`src/rtl/mips_pkg.sv`:
```
// Shared MIPS pipeline definitions: register/data widths, write-back source
// encoding and the write-back request payload.
package mips_pkg;

  localparam int unsigned REG_ADDR_W = 5;
  localparam int unsigned DATA_W     = 32;
  localparam int unsigned NUM_REGS   = 32;

  typedef enum logic [1:0] {
    WB_SRC_NONE = 2'd0,
    WB_SRC_PIPE = 2'd1,
    WB_SRC_LU   = 2'd2
  } wb_src_t;

  typedef struct packed {
    logic [REG_ADDR_W-1:0] addr;
    logic [DATA_W-1:0]     data;
  } wb_req_t;

endpackage

```
`src/rtl/wb_arbiter_if.sv`:
```
// Write-back arbiter bus bundle.
// Inputs to the arbiter: pipeline write-back request, long-latency result
// (valid/ready), issue notification. Outputs: register file write port,
// write source, busy-register scoreboard, stall request.
interface wb_arbiter_if;
  import mips_pkg::*;

  logic                  pipe_wb_valid;
  logic [REG_ADDR_W-1:0] pipe_wb_addr;
  logic [DATA_W-1:0]     pipe_wb_data;

  logic                  lu_valid;
  logic                  lu_ready;
  logic [REG_ADDR_W-1:0] lu_addr;
  logic [DATA_W-1:0]     lu_data;

  logic                  issue_valid;
  logic [REG_ADDR_W-1:0] issue_addr;

  logic                  reg_write_en;
  logic [REG_ADDR_W-1:0] write_addr;
  logic [DATA_W-1:0]     write_data;
  wb_src_t               wb_src;
  logic [NUM_REGS-1:0]   busy_mask;
  logic                  stall_req;

  // Arbiter side
  modport slave (
    input  pipe_wb_valid, pipe_wb_addr, pipe_wb_data,
    input  lu_valid, lu_addr, lu_data,
    input  issue_valid, issue_addr,
    output lu_ready,
    output reg_write_en, write_addr, write_data, wb_src, busy_mask, stall_req
  );

  // Pipeline / long-latency unit / decode side
  modport master (
    output pipe_wb_valid, pipe_wb_addr, pipe_wb_data,
    output lu_valid, lu_addr, lu_data,
    output issue_valid, issue_addr,
    input  lu_ready,
    input  reg_write_en, write_addr, write_data, wb_src, busy_mask, stall_req
  );

endinterface

```
`src/rtl/wb_fifo.sv`:
```
// Synchronous FIFO of write-back requests with wrap-around pointers and an
// occupancy counter. Synchronous flush on rst.
// Ports: clk, rst, push_i/push_data_i (ignored when full), pop_i (ignored
// when empty), head_o (current head entry), full_o, empty_o.
module wb_fifo
  import mips_pkg::*;
#(
  parameter int unsigned DEPTH = 2
) (
  input  logic    clk,
  input  logic    rst,
  input  logic    push_i,
  input  wb_req_t push_data_i,
  input  logic    pop_i,
  output wb_req_t head_o,
  output logic    full_o,
  output logic    empty_o
);

  localparam int unsigned PTR_W = (DEPTH > 1) ? $clog2(DEPTH) : 1;
  localparam int unsigned CNT_W = $clog2(DEPTH + 1);

  wb_req_t            mem_q [DEPTH];
  logic [PTR_W-1:0]   wr_ptr_q, wr_ptr_d;
  logic [PTR_W-1:0]   rd_ptr_q, rd_ptr_d;
  logic [CNT_W-1:0]   count_q, count_d;
  logic               push_ok, pop_ok;

  assign full_o  = (count_q == CNT_W'(DEPTH));
  assign empty_o = (count_q == '0);
  assign head_o  = mem_q[rd_ptr_q];

  // Full blocks push even when a pop frees a slot in the same cycle
  assign push_ok = push_i && !full_o;
  assign pop_ok  = pop_i && !empty_o;

  // Pointer/occupancy next state; DEPTH is a power of two so pointers wrap
  always_comb begin
    wr_ptr_d = wr_ptr_q;
    rd_ptr_d = rd_ptr_q;
    count_d  = count_q;
    if (push_ok) wr_ptr_d = wr_ptr_q + PTR_W'(1);
    if (pop_ok)  rd_ptr_d = rd_ptr_q + PTR_W'(1);
    count_d = count_q + CNT_W'(push_ok) - CNT_W'(pop_ok);
  end

  always_ff @(posedge clk) begin
    if (rst) begin
      wr_ptr_q <= '0;
      rd_ptr_q <= '0;
      count_q  <= '0;
    end else begin
      wr_ptr_q <= wr_ptr_d;
      rd_ptr_q <= rd_ptr_d;
      count_q  <= count_d;
    end
  end

  // Storage needs no reset: flushing the pointers invalidates it
  always_ff @(posedge clk) begin
    if (push_ok) mem_q[wr_ptr_q] <= push_data_i;
  end

endmodule

```
`src/rtl/wb_arbiter.sv`:
```
// Write-back arbiter: merges the single-cycle pipeline write-back stream with
// buffered long-latency results onto the one register file write port,
// tracks outstanding long-latency destinations and requests a write-back
// bubble when a buffered result starves.
// Ports: clk, rst (sync, active-high), bus (wb_arbiter_if.slave: pipeline
// request, long-latency valid/ready, issue, registered write port, wb_src,
// busy_mask, stall_req).
module wb_arbiter
  import mips_pkg::*;
#(
  parameter int unsigned DEPTH        = 2,
  parameter int unsigned STARVE_LIMIT = 4
) (
  input  logic         clk,
  input  logic         rst,
  wb_arbiter_if.slave  bus
);

  localparam int unsigned WAIT_W = $clog2(STARVE_LIMIT + 1);

  logic                  pipe_live;
  logic                  push, pop;
  logic                  fifo_full, fifo_empty;
  wb_req_t               head;
  wb_req_t               push_req;

  logic                  we_q, we_d;
  logic [REG_ADDR_W-1:0] addr_q, addr_d;
  logic [DATA_W-1:0]     data_q, data_d;
  wb_src_t               src_q, src_d;
  logic [NUM_REGS-1:0]   busy_q, busy_d;
  logic [WAIT_W-1:0]     wait_q, wait_d;
  logic                  stall_q, stall_d;

  assign pipe_live     = bus.pipe_wb_valid && (bus.pipe_wb_addr != '0);
  assign bus.lu_ready  = !rst && !fifo_full;
  // Address-0 results complete the handshake but are dropped
  assign push          = bus.lu_valid && bus.lu_ready && (bus.lu_addr != '0);
  assign pop           = !pipe_live && !fifo_empty;
  assign push_req.addr = bus.lu_addr;
  assign push_req.data = bus.lu_data;

  wb_fifo #(.DEPTH(DEPTH)) u_fifo (
    .clk         (clk),
    .rst         (rst),
    .push_i      (push),
    .push_data_i (push_req),
    .pop_i       (pop),
    .head_o      (head),
    .full_o      (fifo_full),
    .empty_o     (fifo_empty)
  );

  // Port selection, scoreboard and starvation next state
  always_comb begin
    we_d    = 1'b0;
    addr_d  = addr_q;
    data_d  = data_q;
    src_d   = WB_SRC_NONE;
    busy_d  = busy_q;
    wait_d  = wait_q;
    stall_d = 1'b0;

    if (pipe_live) begin
      we_d   = 1'b1;
      addr_d = bus.pipe_wb_addr;
      data_d = bus.pipe_wb_data;
      src_d  = WB_SRC_PIPE;
    end else if (pop) begin
      we_d   = 1'b1;
      addr_d = head.addr;
      data_d = head.data;
      src_d  = WB_SRC_LU;
    end

    // Clear first so a same-cycle issue to the same register wins
    if (pop) busy_d[head.addr] = 1'b0;
    if (bus.issue_valid && (bus.issue_addr != '0)) busy_d[bus.issue_addr] = 1'b1;
    busy_d[0] = 1'b0;

    if (fifo_empty || pop) begin
      wait_d = '0;
    end else if (wait_q != WAIT_W'(STARVE_LIMIT)) begin
      wait_d = wait_q + WAIT_W'(1);
    end

    // Trails the saturated counter by one cycle; drops right after a pop
    stall_d = (wait_q == WAIT_W'(STARVE_LIMIT)) && !pop;
  end

  always_ff @(posedge clk) begin
    if (rst) begin
      we_q    <= 1'b0;
      addr_q  <= '0;
      data_q  <= '0;
      src_q   <= WB_SRC_NONE;
      busy_q  <= '0;
      wait_q  <= '0;
      stall_q <= 1'b0;
    end else begin
      we_q    <= we_d;
      addr_q  <= addr_d;
      data_q  <= data_d;
      src_q   <= src_d;
      busy_q  <= busy_d;
      wait_q  <= wait_d;
      stall_q <= stall_d;
    end
  end

  assign bus.reg_write_en = we_q;
  assign bus.write_addr   = addr_q;
  assign bus.write_data   = data_q;
  assign bus.wb_src       = src_q;
  assign bus.busy_mask    = busy_q;
  assign bus.stall_req    = stall_q;

endmodule

```
`src/flat_wrapper.sv`:
```
// flat-port wrapper written by rule: the top's interface ports become plain ports
module wb_arbiter_flat import mips_pkg::*;
#(
  parameter int unsigned DEPTH        = 2,
  parameter int unsigned STARVE_LIMIT = 4
)
  (clk, rst, bus_pipe_wb_valid, bus_pipe_wb_addr, bus_pipe_wb_data, bus_lu_valid, bus_lu_addr, bus_lu_data, bus_issue_valid, bus_issue_addr, bus_lu_ready, bus_reg_write_en, bus_write_addr, bus_write_data, bus_wb_src, bus_busy_mask, bus_stall_req);
  wb_arbiter_if bus_i ();
  input  logic clk;
  input  logic rst;
  input wire logic [$bits(bus_i.pipe_wb_valid)-1:0] bus_pipe_wb_valid;
  input wire logic [$bits(bus_i.pipe_wb_addr)-1:0] bus_pipe_wb_addr;
  input wire logic [$bits(bus_i.pipe_wb_data)-1:0] bus_pipe_wb_data;
  input wire logic [$bits(bus_i.lu_valid)-1:0] bus_lu_valid;
  input wire logic [$bits(bus_i.lu_addr)-1:0] bus_lu_addr;
  input wire logic [$bits(bus_i.lu_data)-1:0] bus_lu_data;
  input wire logic [$bits(bus_i.issue_valid)-1:0] bus_issue_valid;
  input wire logic [$bits(bus_i.issue_addr)-1:0] bus_issue_addr;
  output wire logic [$bits(bus_i.lu_ready)-1:0] bus_lu_ready;
  output wire logic [$bits(bus_i.reg_write_en)-1:0] bus_reg_write_en;
  output wire logic [$bits(bus_i.write_addr)-1:0] bus_write_addr;
  output wire logic [$bits(bus_i.write_data)-1:0] bus_write_data;
  output wire logic [$bits(bus_i.wb_src)-1:0] bus_wb_src;
  output wire logic [$bits(bus_i.busy_mask)-1:0] bus_busy_mask;
  output wire logic [$bits(bus_i.stall_req)-1:0] bus_stall_req;
  assign bus_i.pipe_wb_valid = bus_pipe_wb_valid;
  assign bus_i.pipe_wb_addr = bus_pipe_wb_addr;
  assign bus_i.pipe_wb_data = bus_pipe_wb_data;
  assign bus_i.lu_valid = bus_lu_valid;
  assign bus_i.lu_addr = bus_lu_addr;
  assign bus_i.lu_data = bus_lu_data;
  assign bus_i.issue_valid = bus_issue_valid;
  assign bus_i.issue_addr = bus_issue_addr;
  assign bus_lu_ready = bus_i.lu_ready;
  assign bus_reg_write_en = bus_i.reg_write_en;
  assign bus_write_addr = bus_i.write_addr;
  assign bus_write_data = bus_i.write_data;
  assign bus_wb_src = bus_i.wb_src;
  assign bus_busy_mask = bus_i.busy_mask;
  assign bus_stall_req = bus_i.stall_req;
  wb_arbiter #(.DEPTH(DEPTH), .STARVE_LIMIT(STARVE_LIMIT)) u_core (.clk(clk), .rst(rst), .bus(bus_i));
endmodule
```
`config.mk`:
```
export PLATFORM = sky130hd
export DESIGN_NAME = wb_arbiter_flat
export DESIGN_NICKNAME = d
export VERILOG_FILES = /design/src/rtl/mips_pkg.sv /design/src/rtl/wb_arbiter_if.sv /design/src/rtl/wb_fifo.sv /design/src/rtl/wb_arbiter.sv /design/src/flat_wrapper.sv
export SDC_FILE = /design/constraint.sdc
export NUM_CORES = 1
export LEC_CHECK = 0
export BUFFER_PORTS_ARGS = -buffer_cell sky130_fd_sc_hd__clkbuf_2
export CORE_MARGIN = 2
export CORE_UTILIZATION = 35
export DETAILED_ROUTE_END_ITERATION = 8
export MAX_ROUTING_LAYER = met4
export PLACE_DENSITY = 0.63
export SLEW_MARGIN = 20
export SYNTH_ARGS = -nofsm -noshare
export SYNTH_HDL_FRONTEND = slang
export SYNTH_HIERARCHICAL = 1
export SYNTH_SLANG_ARGS = --single-unit
```
`constraint.sdc`:
```
create_clock -name clk -period 4.4 [get_ports clk]
set_clock_uncertainty 0.15 [all_clocks]
set_input_delay 0.88 -clock clk [delete_from_list [all_inputs] [get_ports clk]]
set_output_delay 0.88 -clock clk [all_outputs]
set_load 0.005 [all_outputs]
```
==> impl_metrics.json, run 1 <==
{
  "setup_tns_ns": 0,
  "syn_nets": 642,
  "dp_hpwl_um": 10360,
  "clock_path_buffers": 2,
  "netlist_top_cells_area": "edfxtp_1, dfxtp_1, mux2_4",
  "postRouteWirelength_um": 15510,
  "max_stage_delay_ns": 0.53,
  "dieArea_um2": 20670,
  "synth_cells": 554,
  "firstDrtPassIters": 4,
  "p_per_area_nw_per_um2": 423.8,
  "die_h_um": 143.8,
  "instances_no_fill": 969,
  "cts-buffers-inserted": 17,
  "nets": 779,
  "grt_antenna_before_repair": 0,
  "worst_pin_slew_ns": 1.060,
  "yosysSeqAreaShare": 0.5593,
  "min_path_cells": 2,
  "maxCapViolCount": 0,
  "holdBufCountCts": 0,
  "pre_cts_slack_ns": 1.264,
  "crit_chain": "nand2b_2, inv_2, nor2_1, nand2_1, a21oi_1, inv_1, or3_1, inv_1, buf_12",
  "crit_fanout": 22,
  "synth_top_cell_by_area": "edfxtp_1",
  "cts_setup_buffers": 0,
  "synth_edf_count": 74,
  "drtIter0Drc": 230,
  "final_max_slew_viol_count": 0,
  "die_w_um": 143.8,
  "initial_core_util": 0.3536,
  "grt_pass1_vias": 4543,
  "place_inst": 937,
  "endpoint_kind": "flip-flop",
  "core_area_um2": 19330,
  "grt_util_met2": 0.2456,
  "worstHoldPathType": "flip-flop to flip-flop",
  "start_kind": "flip-flop",
  "ir_worst_vdd_mv": 0.2802,
  "timing.final.hold_violations": 0,
  "reg2reg_setup_slack_ns": 1.66,
  "yosysMostFrequentCell": "dfxtp_1",
  "grt_overflow": 0,
  "worstRegToRegCells": 9,
  "cts_tree": "built",
  "layout-drive-gt1-share": 0.3949,
  "rsz0062_at_grt": "false",
  "max_freq_mhz": 365.3,
  "cts_root_buf": "clkbuf_16",
  "period_needed_ns": 2.737,
  "whs_endpoint": "u_core/u_fifo/wr_ptr_q$_SDFFE_PP0P_",
  "grt_start_max_net_pins": 63,
  "whs_ns": 0.3550,
  "gp_congestion": 0.7431,
  "crit_path_top_delay_cell": "inv_1",
  "final_area_um2": 8379,
  "grtUsageMet1": 0.1984,
  "areaGrowthSynthToFinish_pct": 22.57,
  "synth_flop_cell": "dfxtp_1",
  "slew_headroom": 0.2835,
  "setup_viol": 0,
  "routed_via_density": 4.904,
  "placedInstanceArea_um2": 7794,
  "crit_required_ns": 4.37,
  "timing_worst_setup_path_type": "flip-flop to flip-flop",
  "synth_warnings": 6,
  "cts_htree_levels": 4,
  "clkLatencyLatePin_ns": 0.43,
  "io_pins": 158,
  "grt_pass1_wl_um": 23930,
  "reg2reg_from": "u_core/u_fifo/count_q[0]$_SDFF_PP0_",
  "path_clk_slew_ns": 0.06,
  "hp-start": "u_core/u_fifo/wr_ptr_q$_SDFFE_PP0P_",
  "use_met3": 0.03032,
  "synth_top_area_frac": 0.3250,
  "cts_resized": 0,
  "ys_types": 47,
  "async_flop_share": 0,
  "crit_top_cell": "inv_1",
  "postSynthAreaPerCell_um2": 12.34,
  "ant_nets": 0,
  "fin_ws_ns": 1.663,
  "power_leakage_uw": 0.003444,
  "worstPathArrival_ns": 2.70,
  "run_status": "complete, no violations",
  "rr_endpoint": "u_core/u_fifo/mem_q[0][18]$_DFFE_PP_",
  "routedWlPerCell_um": 16.01,
  "num_vias": 4752,
  "ys_ff_latch": 154,
  "syn_area_um2": 6837,
  "portBuffers": 156,
  "clock_sinks": 154,
  "rows": 51,
  "antenna_cells": 0,
  "gr-max-usage-layer": "met2",
  "yosys-top-cells-count": "dfxtp_1, edfxtp_1, nor2_1, mux2i_1",
  "drc_errors": 0,
  "fin_crit_sh": 0.6221,
  "track_usage": 0.1570
}
-- layout by cell type (no fill, tap or decap), drive strengths merged, types with 4 or more instances in the layout --
master,Yosys,routed
nand3b,4,4
nor2b,36,36
nand2,37,37
dfxtp,80,80
nor3,4,4
inv,6,12
a21oi,34,34
mux2i,38,38
ha,4,4
a311oi,31,31
nor2,43,43
buf,23,7
clkbuf,21,173
edfxtp,74,74
o31ai,5,5
o21ai,6,6
clkinv,0,5
mux2,69,69
or4b,4,4
-- per-layer routing --
layer | vias to the layer above | share of wire
met5 | - | 0
met4 | 0 | 0.019
met3 | 21 | 0.036
met2 | 130 | 0.48
met1 | 2294 | 0.46
li1 | 2307 | -
-- state kept, by name, indices dropped and copies added, names as in the netlist, named ones only --
register and count:
u_core/u_fifo/mem_q 74, u_core/bus.write_data 32, u_core/bus.busy_mask 31, u_core/bus.write_addr 5, u_core/wait_q 3, u_core/bus.wb_src 2
u_core/u_fifo/count_q 2, u_core/bus.reg_write_en 1, u_core/bus.stall_req 1, u_core/u_fifo/rd_ptr_q 1, u_core/u_fifo/wr_ptr_q 1
-- cells by family after synthesis --
group           after synthesis  synth area share
mux                         107            0.1869
fa+ha+maj                     4          0.007321
simple gates                155            0.1228
buf+inv                      50           0.03605
other cells                   1         0.0005485
xor+xnor                      3          0.003844
compound gates               80           0.08327
flops                       154            0.5593
-- worst max-delay path, delay by kind of cell, from the launching register on --
kind                   cells  cell delay (ns)
and+or+nand+nor            4             0.75
DFF                        1             0.41
AOI/OAI and AO/OA          1             0.20
buffers and inverters      4             0.92
-- worst max path at each step --
stage	startpoint	end	slack (ns)	depth (start not counted)
after floorplan	rst	u_core/u_fifo/mem_q[0][0]$_DFFE_PP_	1.09	8
after global placement	rst	u_core/u_fifo/mem_q[0][30]$_DFFE_PP_	1.31	8
after detailed placement	rst	u_core/u_fifo/mem_q[0][30]$_DFFE_PP_	1.26	8
after CTS	u_core/u_fifo/count_q[0]$_SDFF_PP0_	u_core/u_fifo/mem_q[0][27]$_DFFE_PP_	1.65	9
after global routing	u_core/u_fifo/count_q[0]$_SDFF_PP0_	u_core/u_fifo/mem_q[0][27]$_DFFE_PP_	1.39	9
final	u_core/u_fifo/count_q[0]$_SDFF_PP0_	u_core/u_fifo/mem_q[0][18]$_DFFE_PP_	1.66	9
-- final cells by class --
type                       count  area (um^2)
multi-input combinational    350         2791
sequential                   154         3825
clock buffer                  18        429.2
inverter                       6        22.52
timing repair buffer         162        840.8
fill                        1825        10960
clock inverter                14        138.9
tap                          265        331.6
-- where the power goes --
| group | internal [uW] | leakage [uW] | switching (uW) | total, uW |
|---|---|---|---|---|
| sequential | 1590 | 0.00133 | 36.4 | 1630 |
| combinational | 244 | 0.00184 | 262 | 506 |
| clock | 794 | 0.000276 | 626 | 1420 |
-- stage by stage --
step / power, uW / utilization
3_5_place_dp: 2165 / 0.4031
3_3_place_gp: 2161 / 0.4031
4_1_cts: 3592 / 0.4325
2_1_floorplan: 1997 / -
5_1_grt: 3712 / 0.4334
6_report: 3552 / 0.4334
Power figures use the tool's default switching activity.
==> run 2: changes to the inputs <==
Clock period 4.4 ns to 2.7 ns, I/O delays scaled along.
==> run 2 against run 1 <==
Effect of this change: count of clock-buffer cells in the layout shrank 1; die area is the same; combinational power grew 65%; core utilization grew 0.45 points; global-route usage grew 0.27 points.
==> impl_metrics.json, run 2 (synthesized netlist as in run 1, its figures left out) <==
{
  "areaGrowthSynthToFinish_pct": 23.85,
  "placedInstanceArea_um2": 7880,
  "cts_resized": 0,
  "timing.final.hold_violations": 0,
  "cts-buffers-inserted": 17,
  "setup_viol": 0,
  "cts_root_buf": "clkbuf_16",
  "fin_crit_sh": 0.8744,
  "rows": 51,
  "power_frac_comb": 0.143,
  "clock_sinks": 154,
  "power_frac_clock": 0.404,
  "final_common_cell": "clkbuf_2",
  "grt_antenna_before_repair": 0,
  "clock_path_buffers": 2,
  "largest_reg_flops": 74,
  "power_leakage_uw": 0.003499,
  "cts_setup_buffers": 0,
  "ant_nets": 0,
  "p_per_area_nw_per_um2": 689.3,
  "whs_ns": 0.1625,
  "crit_path_top_delay_cell": "dfxtp_1",
  "drtIter0Drc": 264,
  "p_switching_uw": 1528,
  "track_usage": 0.1596,
  "final_cell_mix": "clkbuf_2, dfxtp_1, edfxtp_1",
  "crit_fanout": 16,
  "rsz0062_at_grt": "false",
  "cts_tree": "built",
  "seqPwrFrac": 0.454,
  "layout-drive-gt1-share": 0.4000,
  "crit_required_ns": 2.65,
  "drc_errors": 0,
  "holdBufCountCts": 0,
  "clkLatencyLatePin_ns": 0.41,
  "num_vias": 4781,
  "fin_ws_ns": 0.3391,
  "die_w_um": 143.8,
  "worst_pin_slew_ns": 0.7425,
  "start_kind": "flip-flop",
  "wl_met3_um": 908,
  "highest_layer": "met4",
  "postRouteWirelength_um": 15600,
  "worstHoldPathType": "primary input to flip-flop",
  "wl_met2_um": 7461,
  "core_area_um2": 19330,
  "initial_core_util": 0.3536,
  "cts_htree_levels": 4,
  "period_needed_ns": 2.361,
  "regMostFlops": "u_core/u_fifo/mem_q",
  "path_clk_slew_ns": 0.07,
  "routed_via_density": 4.879,
  "run_status": "complete, no violations",
  "ir_worst_vdd_mv": 0.4329,
  "max_freq_mhz": 423.6,
  "nets": 790,
  "grt_pass1_wl_um": 24690,
  "grt_pass1_vias": 4641,
  "max_stage_delay_ns": 0.42,
  "p_sw_frac": 0.2617,
  "wl_met1_um": 7008,
  "firstDrtPassIters": 4,
  "dieArea_um2": 20670,
  "timing_worst_setup_path_type": "flip-flop to flip-flop",
  "final_area_um2": 8467,
  "total_power_uw": 5837,
  "grt_start_max_net_pins": 68,
  "final_max_slew_viol_count": 0,
  "routedWlPerCell_um": 15.92,
  "fillCellCount": 1843,
  "internal_power_uw": 4309,
  "maxCapViolCount": 0,
  "pre_cts_slack_ns": 0.1216,
  "endpoint_kind": "flip-flop",
  "grt_overflow": 0,
  "worstPathArrival_ns": 2.31,
  "gp_congestion": 0.7693,
  "portBuffers": 156,
  "io_pins": 158,
  "die_h_um": 143.8,
  "antenna_cells": 0,
  "dp_hpwl_um": 10340,
  "setup_tns_ns": 0,
  "slew_headroom": 0.5050,
  "crit_chain": "nand2b_2, inv_2, nor2_1, nand2_1, a21oi_1, inv_1, or3_1, clkinvlp_4, buf_4"
}
==> run 2: cell count changes in the layout (fill, tap and decap cells not counted), sizes merged <==
cell | before | now
buf | 7 | 18
clkbuf | 173 | 172
clkinv | 5 | 6
==> run 2: worst paths after layout <==
| check | start | end | slack (ns) | depth (start not counted) |
|---|---|---|---|---|
| setup reg to reg | u_core/u_fifo/count_q[0]$_SDFF_PP0_ | u_core/u_fifo/mem_q[0][2]$_DFFE_PP_ | 0.34 | 9 |
| hold / removal | bus_lu_data[21] | u_core/u_fifo/mem_q[1][21]$_DFFE_PP_ | 0.16 | 1 |
| hold reg to reg | u_core/u_fifo/wr_ptr_q$_SDFFE_PP0P_ | u_core/u_fifo/wr_ptr_q$_SDFFE_PP0P_ | 0.34 | 2 |
| setup / recovery | u_core/u_fifo/count_q[0]$_SDFF_PP0_ | u_core/u_fifo/mem_q[0][2]$_DFFE_PP_ | 0.34 | 9 |
==> run 2: final cells by class <==
| cell class | instances | area [um^2] | share of cell area |
|---|---|---|---|
| Clock inverter | 15 | 161.4 | 0.01906 |
| Multi-Input combinational cell | 350 | 2774 | 0.3276 |
| Clock buffer | 17 | 425.4 | 0.05024 |
| Timing Repair Buffer | 173 | 923.4 | 0.1091 |
| Tap cell | 265 | 331.6 | 0.03916 |
| Inverter | 6 | 26.28 | 0.003103 |
| Sequential cell | 154 | 3825 | 0.4518 |
==> run 2: through the flow <==
stage | std cells | utilization
2_1_floorplan | 554 | -
3_3_place_gp | 948 | 0.4076
3_5_place_dp | 948 | 0.4076
4_1_cts | 980 | 0.4379
5_1_grt | 980 | 0.4379
6_report | 980 | 0.4379
==> run 2: critical path, delay by kind of cell, from the launching register on <==
family / cells / cell delay [ns]
flip-flops: 1 / 0.42
buffers and inverters: 4 / 0.49
AO/OA/AOI/OAI: 1 / 0.19
AND/OR/NAND/NOR: 4 / 0.79
==> run 2: per-layer routing <==
layer	global-route usage	vias to the layer above
met2	0.2534	124
met1	0.1958	2300
met3	0.04798	19
li1	-	2338
met5	-	-
met4	0.05108	0
==> run 2: power by group through the flow <==
stage | logic, uW | clock network, uW | registers, uW
floorplan | 563 | 0 | 2690
global placement | 833 | 0 | 2700
detailed placement | 839 | 0 | 2700
CTS | 843 | 2430 | 2650
global route | 918 | 2520 | 2660
finish | 833 | 2360 | 2650
==> run 3: changes to the inputs <==
--- a/constraint.sdc
+++ b/constraint.sdc
@@ -4,2 +4,2 @@
 set_output_delay 0.54 -clock clk [all_outputs]
-set_load 0.005 [all_outputs]
+set_load 0.01 [all_outputs]
==> run 3 against run 2 <==
Effect of this change: power up 2.0%; clock power up 3%; critical path type unchanged; global-route usage increased by 0.11 points; worst hold slack worse by 0.0071 ns; wire length rose by 1.6%; combinational power increased by 4.4%; critical path depth fell by 5.
==> impl_metrics.json, run 3 (synthesized netlist as in run 1, its figures left out) <==
{
  "regMostFlops": "u_core/u_fifo/mem_q",
  "slew_headroom": 0.4755,
  "whs_endpoint": "u_core/u_fifo/mem_q[1][9]$_DFFE_PP_",
  "rows": 51,
  "die_h_um": 143.8,
  "p_switching_uw": 1550,
  "cts_htree_levels": 4,
  "antenna_cells": 0,
  "core_area_um2": 19330,
  "fin_crit_sh": 0.8361,
  "clock_sinks": 154,
  "crit_required_ns": 2.82,
  "final_common_cell": "clkbuf_2",
  "use_met3": 0.03899,
  "power_frac_comb": 0.146,
  "endpoint_kind": "flip-flop",
  "num_vias": 4742,
  "cts_setup_buffers": 0,
  "cts_root_buf": "clkbuf_16",
  "clock_path_buffers": 2,
  "final_max_slew_viol_count": 0,
  "max_freq_mhz": 443.0,
  "p_sw_frac": 0.2603,
  "seqPwrFrac": 0.445,
  "grt_antenna_before_repair": 0,
  "gp_congestion": 0.7693,
  "grtUsageMet1": 0.2052,
  "grt_overflow": 0,
  "grt_start_max_net_pins": 53,
  "setup_tns_ns": 0,
  "drc_errors": 0,
  "ir_worst_vdd_mv": 0.3973,
  "internal_power_uw": 4404,
  "drtIter0Drc": 199,
  "start_kind": "flip-flop",
  "largest_reg_flops": 74,
  "hp-start": "bus_lu_data[9]",
  "min_path_cells": 1,
  "p_per_area_nw_per_um2": 700.8,
  "worstPathArrival_ns": 2.38,
  "worst_pin_slew_ns": 0.7868,
  "portBuffers": 156,
  "reg2reg_setup_slack_ns": 0.44,
  "firstDrtPassIters": 4,
  "setup_viol": 0,
  "dp_hpwl_um": 10700,
  "grt_util_met2": 0.2546,
  "areaGrowthSynthToFinish_pct": 24.29,
  "whs_ns": 0.1554,
  "run_status": "complete, no violations",
  "power_frac_clock": 0.409,
  "routed_via_density": 4.839,
  "worstHoldPathType": "primary input to flip-flop",
  "postRouteWirelength_um": 15860,
  "track_usage": 0.1607,
  "worstRegToRegCells": 4,
  "ant_nets": 0,
  "fin_ws_ns": 0.4426,
  "maxCapViolCount": 0,
  "path_clk_slew_ns": 0.07,
  "die_w_um": 143.8,
  "period_needed_ns": 2.257,
  "cts_tree": "built",
  "nets": 790,
  "cts_resized": 0,
  "routedWlPerCell_um": 16.18,
  "final_cell_mix": "clkbuf_2, dfxtp_1, edfxtp_1",
  "io_pins": 158,
  "grt_pass1_wl_um": 24610,
  "dieArea_um2": 20670,
  "initial_core_util": 0.3536,
  "rr_endpoint": "u_core/bus.busy_mask[25]$_SDFF_PP0_",
  "grt_pass1_vias": 4673,
  "rsz0062_at_grt": "false",
  "layout-drive-gt1-share": 0.4042,
  "pre_cts_slack_ns": 0.09657,
  "timing_worst_setup_path_type": "flip-flop to flip-flop",
  "holdBufCountCts": 0,
  "power_leakage_uw": 0.003518,
  "clkLatencyLatePin_ns": 0.42,
  "crit_fanout": 8,
  "timing.final.hold_violations": 0,
  "gr-max-usage-layer": "met2",
  "cts-buffers-inserted": 17
}
## run 3: cell count changes in the layout (fill, tap and decap cells not counted)
cell,before,now
buf_12,1,2
clkinv_1,2,0
clkinv_4,3,1
inv_8,5,4
clkinv_8,1,0
clkinv_2,0,2
nor2_1,42,41
nor2_2,0,1
bufinv_16,1,2
clkinvlp_4,2,1
inv_6,2,6
buf_4,17,16
## run 3: final cells by class
type,instances,area [um^2]
Fill cell,1820,10840
Sequential cell,154,3825
Multi-Input combinational cell,350,2776
Timing Repair Buffer,173,935.9
Clock buffer,17,425.4
Tap cell,265,331.6
Clock inverter,15,176.4
Inverter,6,26.28
## run 3: critical path: stages, from the launching register on
cell      delay, ns
dfxtp_2        0.36
mux2_2         0.41
or4_1          0.56
o21ai_2        0.47
a311oi_1       0.18
## run 3: power by group through the flow
stage          combinational (uW)  clock [uW]  sequential (uW)
3_3_place_gp                  867           0             2700
4_1_cts                       884        2490             2650
3_5_place_dp                  878           0             2700
2_1_floorplan                 564           0             2720
6_report                      870        2440             2650
5_1_grt                       949        2600             2660
## run 3: metal layers
layer | share of wire | vias to the layer above
li1 | - | 2334
met1 | 0.46 | 2289
met2 | 0.49 | 113
met3 | 0.045 | 6
met4 | 0.0056 | 0
met5 | 0 | -
## run 3: through the flow
stage | util | instances | area [um^2] | power (uW)
floorplan | - | 554 | 6843 | 3284
global placement | 0.4083 | 948 | 7895 | 3566
detailed placement | 0.4083 | 948 | 7895 | 3579
CTS | 0.4395 | 980 | 8497 | 6026
global route | 0.4395 | 980 | 8497 | 6207
finish | 0.4395 | 980 | 8497 | 5954
## run 3: how the worst max path moves through the flow
stage                                              startpoint                             endpoint  slack [ns]  cells past startpoint
after floorplan                                           rst  u_core/u_fifo/mem_q[0][0]$_DFFE_PP_       0.006                      8
after global placement                    bus_pipe_wb_addr[2]  u_core/u_fifo/count_q[1]$_SDFF_PP0_        0.12                     11
after detailed placement                  bus_pipe_wb_addr[2]  u_core/u_fifo/count_q[1]$_SDFF_PP0_         0.1                     11
after CTS                 u_core/u_fifo/count_q[0]$_SDFF_PP0_  u_core/u_fifo/mem_q[0][6]$_DFFE_PP_        0.41                      9
after global routing      u_core/u_fifo/count_q[0]$_SDFF_PP0_  u_core/u_fifo/mem_q[0][2]$_DFFE_PP_        0.29                      9
final                                               flip-flop  u_core/bus.busy_mask[25]$_SDFF_PP0_        0.44                      4
